===== src/rtl/vga_timing_gen_if.sv =====
// Signal bundle between vga_timing_gen (master), its paint block and the DAC.
// test_mode exists only when VGA_TEST_PATTERN_EN is defined.
interface vga_timing_gen_if #(
  parameter int CW    = 8,
  parameter int CNT_W = 10
);
  logic             pix_en;
  logic             clk_vga;
  logic [CNT_W-1:0] x;
  logic [CNT_W-1:0] y;
  logic             req_valid;
  logic [3*CW-1:0]  rgb_in;
  logic             hsync;
  logic             vsync;
  logic             blank_n;
  logic             sync_n;
  logic [CW-1:0]    red;
  logic [CW-1:0]    green;
  logic [CW-1:0]    blue;
  logic             sof;
  logic [7:0]       frame_cnt;
`ifdef VGA_TEST_PATTERN_EN
  logic             test_mode;
`endif

  modport master (
    output pix_en, clk_vga, x, y, req_valid,
    output hsync, vsync, blank_n, sync_n, red, green, blue, sof, frame_cnt,
`ifdef VGA_TEST_PATTERN_EN
    input  test_mode,
`endif
    input  rgb_in
  );

  modport slave (
    input  pix_en, clk_vga, x, y, req_valid,
    input  hsync, vsync, blank_n, sync_n, red, green, blue, sof, frame_cnt,
`ifdef VGA_TEST_PATTERN_EN
    output test_mode,
`endif
    output rgb_in
  );
endinterface


===== src/rtl/vga_timing_gen.sv =====
// Generic raster timing generator with pixel-enable divider and paint-latency alignment.
// Optional VGA_TEST_PATTERN_EN adds test_mode, replacing rgb_in with 8 vertical colour bars.
module vga_timing_gen #(
  parameter int HACTIVE   = 640,
  parameter int HFP       = 16,
  parameter int HSYN      = 96,
  parameter int HBP       = 48,
  parameter int VACTIVE   = 480,
  parameter int VFP       = 10,
  parameter int VSYN      = 2,
  parameter int VBP       = 33,
  parameter bit HSYNC_POL = 1'b0,
  parameter bit VSYNC_POL = 1'b0,
  parameter int CLK_DIV   = 2,
  parameter int PIPE      = 1,
  parameter int CW        = 8,
  parameter int CNT_W     = 10
) (
  input  logic               clk,
  input  logic               rst,
  vga_timing_gen_if.master   io_vga
);

  localparam int HTOTAL = HACTIVE + HFP + HSYN + HBP;
  localparam int VTOTAL = VACTIVE + VFP + VSYN + VBP;
  localparam int DIV_W  = (CLK_DIV > 1) ? $clog2(CLK_DIV) : 1;
  localparam logic [DIV_W-1:0] DIV_LAST = DIV_W'(CLK_DIV - 1);
  localparam logic [CNT_W-1:0] H_LAST   = CNT_W'(HTOTAL - 1);
  localparam logic [CNT_W-1:0] V_LAST   = CNT_W'(VTOTAL - 1);

  typedef enum logic [1:0] {PH_ACT, PH_FP, PH_SYN, PH_BP} phase_t;

  function automatic phase_t decode_phase(input logic [CNT_W-1:0] cnt,
                                          input int act, input int fp, input int syn);
    int c;
    c = int'(cnt);
    if (c < act)                  return PH_ACT;
    else if (c < act + fp)        return PH_FP;
    else if (c < act + fp + syn)  return PH_SYN;
    else                          return PH_BP;
  endfunction

  logic [DIV_W-1:0] r_div_cnt;
  logic [DIV_W-1:0] w_div_nxt;
  logic             w_pix_en;
  logic             r_clk_vga;

  assign w_div_nxt = (r_div_cnt == DIV_LAST) ? '0 : r_div_cnt + 1'b1;
  assign w_pix_en  = !rst && (r_div_cnt == DIV_LAST);

  always_ff @(posedge clk) begin
    if (rst) begin
      r_div_cnt <= '0;
      r_clk_vga <= 1'b0;
    end else begin
      r_div_cnt <= w_div_nxt;
      // Registered from the next divider value so clk_vga tracks div_cnt >= CLK_DIV/2.
      r_clk_vga <= (CLK_DIV >= 2) && (int'(w_div_nxt) >= CLK_DIV / 2);
    end
  end

  logic [CNT_W-1:0] r_h_cnt;
  logic [CNT_W-1:0] r_v_cnt;
  logic [CNT_W-1:0] w_h_nxt;
  logic [CNT_W-1:0] w_v_nxt;
  logic             w_h_wrap;
  logic             w_v_wrap;
  logic             w_sof;
  logic [7:0]       r_frame_cnt;

  assign w_h_wrap = (r_h_cnt == H_LAST);
  assign w_v_wrap = (r_v_cnt == V_LAST);
  assign w_sof    = w_pix_en && w_h_wrap && w_v_wrap;

  always_comb begin
    w_h_nxt = r_h_cnt;
    w_v_nxt = r_v_cnt;
    if (w_pix_en) begin
      w_h_nxt = w_h_wrap ? '0 : r_h_cnt + 1'b1;
      if (w_h_wrap) w_v_nxt = w_v_wrap ? '0 : r_v_cnt + 1'b1;
    end
  end

  always_ff @(posedge clk) begin
    if (rst) begin
      r_h_cnt     <= '0;
      r_v_cnt     <= '0;
      r_frame_cnt <= '0;
    end else begin
      r_h_cnt <= w_h_nxt;
      r_v_cnt <= w_v_nxt;
      if (w_sof) r_frame_cnt <= r_frame_cnt + 8'd1;
    end
  end

  phase_t r_hph, w_hph_nxt;
  phase_t r_vph, w_vph_nxt;
  logic   w_raw_act;
  logic   w_raw_hs;
  logic   w_raw_vs;

  always_ff @(posedge clk) begin
    if (rst) begin
      r_hph <= PH_ACT;
      r_vph <= PH_ACT;
    end else begin
      r_hph <= w_hph_nxt;
      r_vph <= w_vph_nxt;
    end
  end

  // Phase follows the counter value being loaded, so it never lags h_cnt/v_cnt.
  always_comb begin
    w_hph_nxt = decode_phase(w_h_nxt, HACTIVE, HFP, HSYN);
    w_vph_nxt = decode_phase(w_v_nxt, VACTIVE, VFP, VSYN);
  end

  always_comb begin
    w_raw_act = (r_hph == PH_ACT) && (r_vph == PH_ACT);
    w_raw_hs  = (r_hph == PH_SYN);
    w_raw_vs  = (r_vph == PH_SYN);
  end

  // p0 -> pPIPE+1: raw region flags delayed on pix_en; chain[PIPE] gates rgb, chain[PIPE+1] drives out.
  logic [PIPE:0]   r_act_sr;
  logic [PIPE:0]   r_hs_sr;
  logic [PIPE:0]   r_vs_sr;
  logic [PIPE+1:0] w_act_chain;
  logic [PIPE+1:0] w_hs_chain;
  logic [PIPE+1:0] w_vs_chain;

  assign w_act_chain = {r_act_sr, w_raw_act};
  assign w_hs_chain  = {r_hs_sr,  w_raw_hs};
  assign w_vs_chain  = {r_vs_sr,  w_raw_vs};

  always_ff @(posedge clk) begin
    if (rst) begin
      r_act_sr <= '0;
      r_hs_sr  <= '0;
      r_vs_sr  <= '0;
    end else if (w_pix_en) begin
      r_act_sr <= w_act_chain[PIPE:0];
      r_hs_sr  <= w_hs_chain[PIPE:0];
      r_vs_sr  <= w_vs_chain[PIPE:0];
    end
  end

  logic [3*CW-1:0] w_rgb_src;

`ifdef VGA_TEST_PATTERN_EN
  function automatic logic [3*CW-1:0] bar_rgb(input logic [2:0] bar);
    return {{CW{bar[2]}}, {CW{bar[1]}}, {CW{bar[0]}}};
  endfunction

  logic [2:0] w_bar_p0;
  logic [2:0] w_bar_tap;

  always_comb begin
    w_bar_p0 = 3'd0;
    for (int i = 1; i < 8; i++)
      if (int'(r_h_cnt) >= (i * HACTIVE) / 8) w_bar_p0 = 3'(i);
  end

  generate
    if (PIPE == 0) begin : g_bar_nodly
      assign w_bar_tap = w_bar_p0;
    end else begin : g_bar_dly
      logic [3*PIPE-1:0] r_bar_sr;
      logic [3*PIPE+2:0] w_bar_chain;
      assign w_bar_chain = {r_bar_sr, w_bar_p0};
      always_ff @(posedge clk)
        if (w_pix_en) r_bar_sr <= w_bar_chain[3*PIPE-1:0];
      assign w_bar_tap = w_bar_chain[3*PIPE+2 -: 3];
    end
  endgenerate

  assign w_rgb_src = io_vga.test_mode ? bar_rgb(w_bar_tap) : io_vga.rgb_in;
`else
  assign w_rgb_src = io_vga.rgb_in;
`endif

  // pPIPE -> pPIPE+1: colour capture, blanked outside the active region
  logic [3*CW-1:0] r_rgb_p1;

  always_ff @(posedge clk) begin
    if (rst)           r_rgb_p1 <= '0;
    else if (w_pix_en) r_rgb_p1 <= w_act_chain[PIPE] ? w_rgb_src : '0;
  end

  assign io_vga.pix_en    = w_pix_en;
  assign io_vga.clk_vga   = r_clk_vga;
  assign io_vga.x         = r_h_cnt;
  assign io_vga.y         = r_v_cnt;
  assign io_vga.req_valid = w_raw_act;
  assign io_vga.hsync     = w_hs_chain[PIPE+1] ? HSYNC_POL : ~HSYNC_POL;
  assign io_vga.vsync     = w_vs_chain[PIPE+1] ? VSYNC_POL : ~VSYNC_POL;
  assign io_vga.blank_n   = w_act_chain[PIPE+1];
  assign io_vga.sync_n    = 1'b0;
  assign io_vga.red       = r_rgb_p1[3*CW-1 -: CW];
  assign io_vga.green     = r_rgb_p1[2*CW-1 -: CW];
  assign io_vga.blue      = r_rgb_p1[CW-1:0];
  assign io_vga.sof       = w_sof;
  assign io_vga.frame_cnt = r_frame_cnt;

endmodule


===== src/flat_wrapper.sv =====
// flat-port wrapper written by rule: the top's interface ports become plain ports
module vga_timing_gen_flat 
#(
  parameter int HACTIVE   = 640,
  parameter int HFP       = 16,
  parameter int HSYN      = 96,
  parameter int HBP       = 48,
  parameter int VACTIVE   = 480,
  parameter int VFP       = 10,
  parameter int VSYN      = 2,
  parameter int VBP       = 33,
  parameter bit HSYNC_POL = 1'b0,
  parameter bit VSYNC_POL = 1'b0,
  parameter int CLK_DIV   = 2,
  parameter int PIPE      = 1,
  parameter int CW        = 8,
  parameter int CNT_W     = 10
)
  (clk, rst, io_vga_pix_en, io_vga_clk_vga, io_vga_x, io_vga_y, io_vga_req_valid, io_vga_hsync, io_vga_vsync, io_vga_blank_n, io_vga_sync_n, io_vga_red, io_vga_green, io_vga_blue, io_vga_sof, io_vga_frame_cnt, io_vga_rgb_in);
  vga_timing_gen_if #(.CW(CW), .CNT_W(CNT_W)) io_vga_i ();
  input  logic clk;
  input  logic rst;
  output wire logic [$bits(io_vga_i.pix_en)-1:0] io_vga_pix_en;
  output wire logic [$bits(io_vga_i.clk_vga)-1:0] io_vga_clk_vga;
  output wire logic [$bits(io_vga_i.x)-1:0] io_vga_x;
  output wire logic [$bits(io_vga_i.y)-1:0] io_vga_y;
  output wire logic [$bits(io_vga_i.req_valid)-1:0] io_vga_req_valid;
  output wire logic [$bits(io_vga_i.hsync)-1:0] io_vga_hsync;
  output wire logic [$bits(io_vga_i.vsync)-1:0] io_vga_vsync;
  output wire logic [$bits(io_vga_i.blank_n)-1:0] io_vga_blank_n;
  output wire logic [$bits(io_vga_i.sync_n)-1:0] io_vga_sync_n;
  output wire logic [$bits(io_vga_i.red)-1:0] io_vga_red;
  output wire logic [$bits(io_vga_i.green)-1:0] io_vga_green;
  output wire logic [$bits(io_vga_i.blue)-1:0] io_vga_blue;
  output wire logic [$bits(io_vga_i.sof)-1:0] io_vga_sof;
  output wire logic [$bits(io_vga_i.frame_cnt)-1:0] io_vga_frame_cnt;
  input wire logic [$bits(io_vga_i.rgb_in)-1:0] io_vga_rgb_in;
  assign io_vga_pix_en = io_vga_i.pix_en;
  assign io_vga_clk_vga = io_vga_i.clk_vga;
  assign io_vga_x = io_vga_i.x;
  assign io_vga_y = io_vga_i.y;
  assign io_vga_req_valid = io_vga_i.req_valid;
  assign io_vga_hsync = io_vga_i.hsync;
  assign io_vga_vsync = io_vga_i.vsync;
  assign io_vga_blank_n = io_vga_i.blank_n;
  assign io_vga_sync_n = io_vga_i.sync_n;
  assign io_vga_red = io_vga_i.red;
  assign io_vga_green = io_vga_i.green;
  assign io_vga_blue = io_vga_i.blue;
  assign io_vga_sof = io_vga_i.sof;
  assign io_vga_frame_cnt = io_vga_i.frame_cnt;
  assign io_vga_i.rgb_in = io_vga_rgb_in;
  vga_timing_gen #(.HACTIVE(HACTIVE), .HFP(HFP), .HSYN(HSYN), .HBP(HBP), .VACTIVE(VACTIVE), .VFP(VFP), .VSYN(VSYN), .VBP(VBP), .HSYNC_POL(HSYNC_POL), .VSYNC_POL(VSYNC_POL), .CLK_DIV(CLK_DIV), .PIPE(PIPE), .CW(CW), .CNT_W(CNT_W)) u_core (.clk(clk), .rst(rst), .io_vga(io_vga_i));
endmodule

===== config.mk =====
export PLATFORM = sky130hd
export DESIGN_NAME = vga_timing_gen_flat
export DESIGN_NICKNAME = d
export VERILOG_FILES = /design/src/rtl/vga_timing_gen_if.sv /design/src/rtl/vga_timing_gen.sv /design/src/flat_wrapper.sv
export SDC_FILE = /design/constraint.sdc
export NUM_CORES = 1
export LEC_CHECK = 0
export ABC_AREA = 1
export ABC_CLOCK_PERIOD_IN_PS = 3880
export CAP_MARGIN = 20
export CORE_UTILIZATION = 51
export DETAILED_ROUTE_END_ITERATION = 12
export PLACE_DENSITY_LB_ADDON = 0.3
export SLEW_MARGIN = 15
export SYNTH_ARGS = -nofsm -noshare
export SYNTH_HDL_FRONTEND = slang
export SYNTH_SLANG_ARGS = --single-unit

===== constraint.sdc =====
create_clock -name clk -period 3.88 [get_ports clk]
set_input_delay 0.582 -clock clk [delete_from_list [all_inputs] [get_ports clk]]
set_output_delay 0.582 -clock clk [all_outputs]
set_load 0.005 [all_outputs]

Yosys cells after proc, flatten, opt, wreduce, memory -nomap -nowiden --
Cells that the tools add are included.
Cells by class: multiplexer cells 13, magnitude comparators 7, add/sub/neg operators 4, reduce and logical (&&, ||, !) cells 11, eq/ne operators 4
Operators with widths (number):
- $mux W10 | 5
- $lt A10 B10 Y1 const B | 3
- $lt A10 B9 Y1 const B | 3
- $mux W24 | 1
- $add A10 B1 Y10 const B | 2
- $eq A10 B10 Y1 const B | 2
- $add A8 B1 Y8 const B | 1
- $mux W1 | 7
- $reduce_or A3 Y1 | 2
- $eq A2 B2 Y1 const B | 2
- $logic_and A1 B1 Y1 | 4
- $logic_not A2 Y1 | 2
- $reduce_or A2 Y1 | 2
- $add A1 B1 Y1 const B | 1
- $ge A1 B1 Y1 const B | 1
- $logic_not A1 Y1 | 1
Storage, ports and cells: word-level logic and storage cells 52, register bits 64, output and inout port bits 60, bits of input ports 26

Depth between registers and ports, before layout --
word-level depth 7, depth in mapped cells 16, mapped depth without buffers 16

Worst setup path after synthesis --
OpenSTA, ideal clock, no wires.
path kind input port to output port, from input port rst, to output port io_vga_pix_en, cell stages on the path 5, data required time 3.298 ns, path slack 1.962 ns, data arrival time 1.336 ns, buffers on the path 2, cell sequence inv_2 -> nand2_4 -> inv_2 -> buf_2 -> buf_1
Between the ends: cells in the longest elaborated chain, start to end 2
Ends and longest elaborated chain:
- start: declaration | RTL line flat_wrapper.sv:22 | input logic rst;
- $logic_not A1 Y1 | RTL line vga_timing_gen.sv:49 | assign w_pix_en = !rst && (r_div_cnt == DIV_LAST);
- $logic_and A1 B1 Y1 | RTL line vga_timing_gen.sv:49
- end: declaration | RTL line flat_wrapper.sv:23 | output wire logic [$bits(io_vga_i.pix_en)-1:0] io_vga_pix_en;
No other way between the ends.

Worst setup path after layout --
from input port rst, to output port io_vga_sof
Between the ends: cells in the longest elaborated chain, start to end 4
Ends and longest elaborated chain:
- $logic_not A1 Y1 | RTL line vga_timing_gen.sv:49
- $logic_and A1 B1 Y1 | RTL line vga_timing_gen.sv:49
- $logic_and A1 B1 Y1 (2 in a row) | RTL line vga_timing_gen.sv:73 | assign w_sof = w_pix_en && w_h_wrap && w_v_wrap;
- end: declaration | RTL line flat_wrapper.sv:35 | output wire logic [$bits(io_vga_i.sof)-1:0] io_vga_sof;
No other way between the ends.

==> impl_summary.txt <==
----------------------------------------------------
[Detailed routing]
  Detail-routed via count per cell ... 5.35
  Total detailed-routing wirelength ... between 7000 and 8000 um
  Post-detailed-route count of antenna-violating nets ... 0
  Routed vias ... 2895
  First drt pass iteration count ... 5
  Drt wl/cell ... approximately 14 um
  Count of routing violations after the opening detailed-route iteration ... 174
  DRC violation count after routing ... 0

[Final layout]
  Area Growth Syn to Fin ... 36.8%
  Final core utilization ... 0.730
  Most used cells in the layout excluding fill and tap cells ... sky130_fd_sc_hd__clkdlybuf4s50_1 (84), sky130_fd_sc_hd__nand2_1 (74), sky130_fd_sc_hd__dfxtp_1 (63)
  Layout Cells excl Fill ... 541
  Antenna cells ... 0
  Final-stage net count ... around 490
  Most common library cell in the layout ignoring fill and taps ... sky130_fd_sc_hd__clkdlybuf4s50_1
  Ratio of cells with drive above 1 in the final layout ... 0.107

[STA]
  Slew Limit Fails ... 0
  Time the final worst path needs with I/O delays and setup ... 3.11 ns
  Final cycle utilization of the critical path ... 0.802
  Highest clock rate ... between 0.3 and 0.4 GHz
  Relative max-transition margin ... 0.382
  Final Hold Fails ... 0
  Setup total negative slack ... 0 ns
  Tightest Pin Transition ... around 0.9 ns
  Setup Viol. Count Final ... 0
  Unrepaired setup endpoints after global routing ... no
  Post-Route Skew ... around 0.008 ns
  Post-Route Hold Slack ... roughly 0.46 ns

[Synth]
  Largest family of logic cells by synthesized area ... simple AND/OR/NAND/NOR gates
  Complex-gate fraction of the synthesized area ... 0.135
  Xor/xnor cell area share of the yosys netlist ... 0.00593
  Average cell area after synthesis ... approximately 7.8 sq um
  Yosys warning count ... 0
  Cell count after synthesis ... approximately 380
  Number of synthesized register bits ... 63
  Area share of and/or/nand/nor cells after synthesis ... 0.316
  Share of synthesized area occupied by flip-flops and latches ... 0.427
  EDFF count, synth ... 0
  Synthesized-area fraction occupied by adder cells ... 0.0169
  Unique cell type count in the Yosys netlist ... 40
  Proportion of synthesized area in mux cells ... 0
  Netlist Area Pre-Place ... between 0.002 and 0.003 sq mm
  FFs w/ async S/R, synth ... 0
  Top flip-flop cell by instance count after synthesis ... sky130_fd_sc_hd__dfxtp_1
  Synthesized net count ... a little over 400

[GRT]
  Wire length of the first global-routing pass ... ~12000 um
  Antenna violations before repair ... 0
  Overall overflow remaining after global route ... 0
  Maximum number of pins on one net before global-route repair ... 32
  Number of global-route vias before repair ... roughly 2700
  Total Routing Usage GR ... 0.253

[CTS]
  Worst-Skew Late Latency ... around 0.34 ns
  Clock tree buffer depth ... 2
  CTS tree ... yes
  Clock sink count ... 63
  Number of buffers added by the clock tree synthesis step ... 9
  Root Driver ... sky130_fd_sc_hd__clkbuf_8
  Count of H-tree levels built during CTS ... 3
  Hold buffers post-CTS ... 0
  Post-CTS repair timing setup buffer count ... 0
  Resized Gates After CTS ... 0
  Clock transition time at the flip-flop clock pins of the worst setup and hold paths ... around 0.070 ns

[Critical path]
  Path type of the worst setup path ... input port to output pin
  Crit. End Element ... output pin
  CP max FO ... 20
  Nature of the critical path startpoint ... input port
  Worst reg-to-reg setup slack ... approximately 1.7 ns
  Crit path required time ... approximately 3.3 ns
  Data arrival time at the worst-slack endpoint ... roughly 2.5 ns

[Place]
  Cell count after placement ... 525
  Final RePlAce weighted congestion ... about 0.86
  Number of buffers added on ports ... 84
  Half-perimeter wire length after detailed placement ... between 5000 and 6000 um

[Power]
  Pwr Total ... roughly 0.0014 W
  Worst IR Drop VDD ... about 0.00037 V
  Power density over the cells ... roughly 330 mW/mm^2
  Reported leakage power ... approximately 1.7 nW

[Run status]
  Outcome ... complete, no violations

[Flow run]
  Reported max-cap violation count ... 0

[Floorplan]
  Number of rows in the core area ... 27
  Core region area ... about 0.0055 sq mm
  Width of the chip ... slightly below 80 um
  Initial cell density of the core ... 0.533
  Chip height ... just under 80 um
  Number of top-level pins ... 86
  Die area ... around 0.0061 sq mm

[Hold path]
  Class of the tightest hold or removal check ... flop to flop

----------------------------------------------------
synthesized netlist by cell type (all sizes together), types with 2 or more instances:
master	instances	area share
nor2	54	0.084
o22ai	2	0.0042
buf	8	0.016
clkbuf	7	0.0089
inv	56	0.072
nand3	27	0.057
a32o	25	0.085
xnor2	2	0.0059
nor3	7	0.015
dfxtp	63	0.43
a31oi	2	0.0042
nand4	16	0.036
nor4	2	0.0093
nand2	79	0.11
o21ai	10	0.017
ha	4	0.017
a21oi	8	0.014
o31ai	2	0.0051
layout make-up:
| class | count | area [sq um] |
|---|---|---|
| sequential | 63 | 1260 |
| inverter | 57 | 218 |
| fill | 430 | 1500 |
| clock buffer | 10 | 138 |
| timing repair buffer | 87 | 863 |
| multi-input combinational | 246 | 1410 |
| tap | 72 | 90.1 |
| clock inverter | 6 | 68.8 |
per-stage QoR:
| stage | setup WS, ns | instance area (sq um) |
|---|---|---|
| final | 0.768 | 4040 |
| after CTS | 0.786 | 4040 |
| after global routing | 0.675 | 4040 |
| after detailed placement | 0.791 | 3840 |
| after global placement | 0.827 | 3840 |
| after floorplan | 1.96 | 2960 |
routing by layer:
layer  wire (um)  up-vias  global-route usage  share of wire
li1            -     1437                   -              -
met2        3450      117               0.411           0.47
met5           0        -                   0              0
met4         138        0               0.128          0.019
met1        3270     1326               0.311           0.44
met3         534       15              0.0640          0.072
final timing paths:
| path | from | endpoint | cells past startpoint |
|---|---|---|---|
| hold reg to reg | u_core.io_vga.frame_cnt[7] | u_core.io_vga.frame_cnt[7] | 1 |
| setup reg to reg | u_core.io_vga.clk_vga | u_core.r_hph[0] | 10 |
| setup / recovery | rst | io_vga_sof | 7 |
| hold / removal | u_core.io_vga.frame_cnt[7] | u_core.io_vga.frame_cnt[7] | 1 |
report_power, final:
part	internal (W)	total (W)	switching, W
sequential	0.000656	0.000670	0.0000139
clock	0.000317	0.000596	0.000279
combinational	0.0000485	0.0000845	0.0000360
flip-flops by register name (all words and copies together), names as in the netlist:
signal and cells:
u_core.r_rgb_p1 24, u_core.io_vga.x 10, u_core.io_vga.y 10, u_core.io_vga.frame_cnt 8, u_core.r_act_sr 2, u_core.r_hph 2, u_core.r_hs_sr 2, u_core.r_vph 2
u_core.r_vs_sr 2, u_core.io_vga.clk_vga 1
critical path, cell delays in order:
cell and delay, ns:
sky130_fd_sc_hd__clkdlybuf4s50_1 0.44, sky130_fd_sc_hd__inv_2 0.17, sky130_fd_sc_hd__nand2_4 0.12, sky130_fd_sc_hd__inv_2 0.30, sky130_fd_sc_hd__nand3_4 0.21, sky130_fd_sc_hd__nor2_8 0.18
sky130_fd_sc_hd__clkdlybuf4s50_1 0.52
kinds of logic after synthesis:
group,after synthesis
adder cells (fa/ha/maj),4
XOR/XNOR,2
AND/OR/NAND/NOR,188
flip-flops,63
other,1
AO/OA/AOI/OAI,51
buffers and inverters,72
Note: power is estimated with default switching activity, not from simulation.
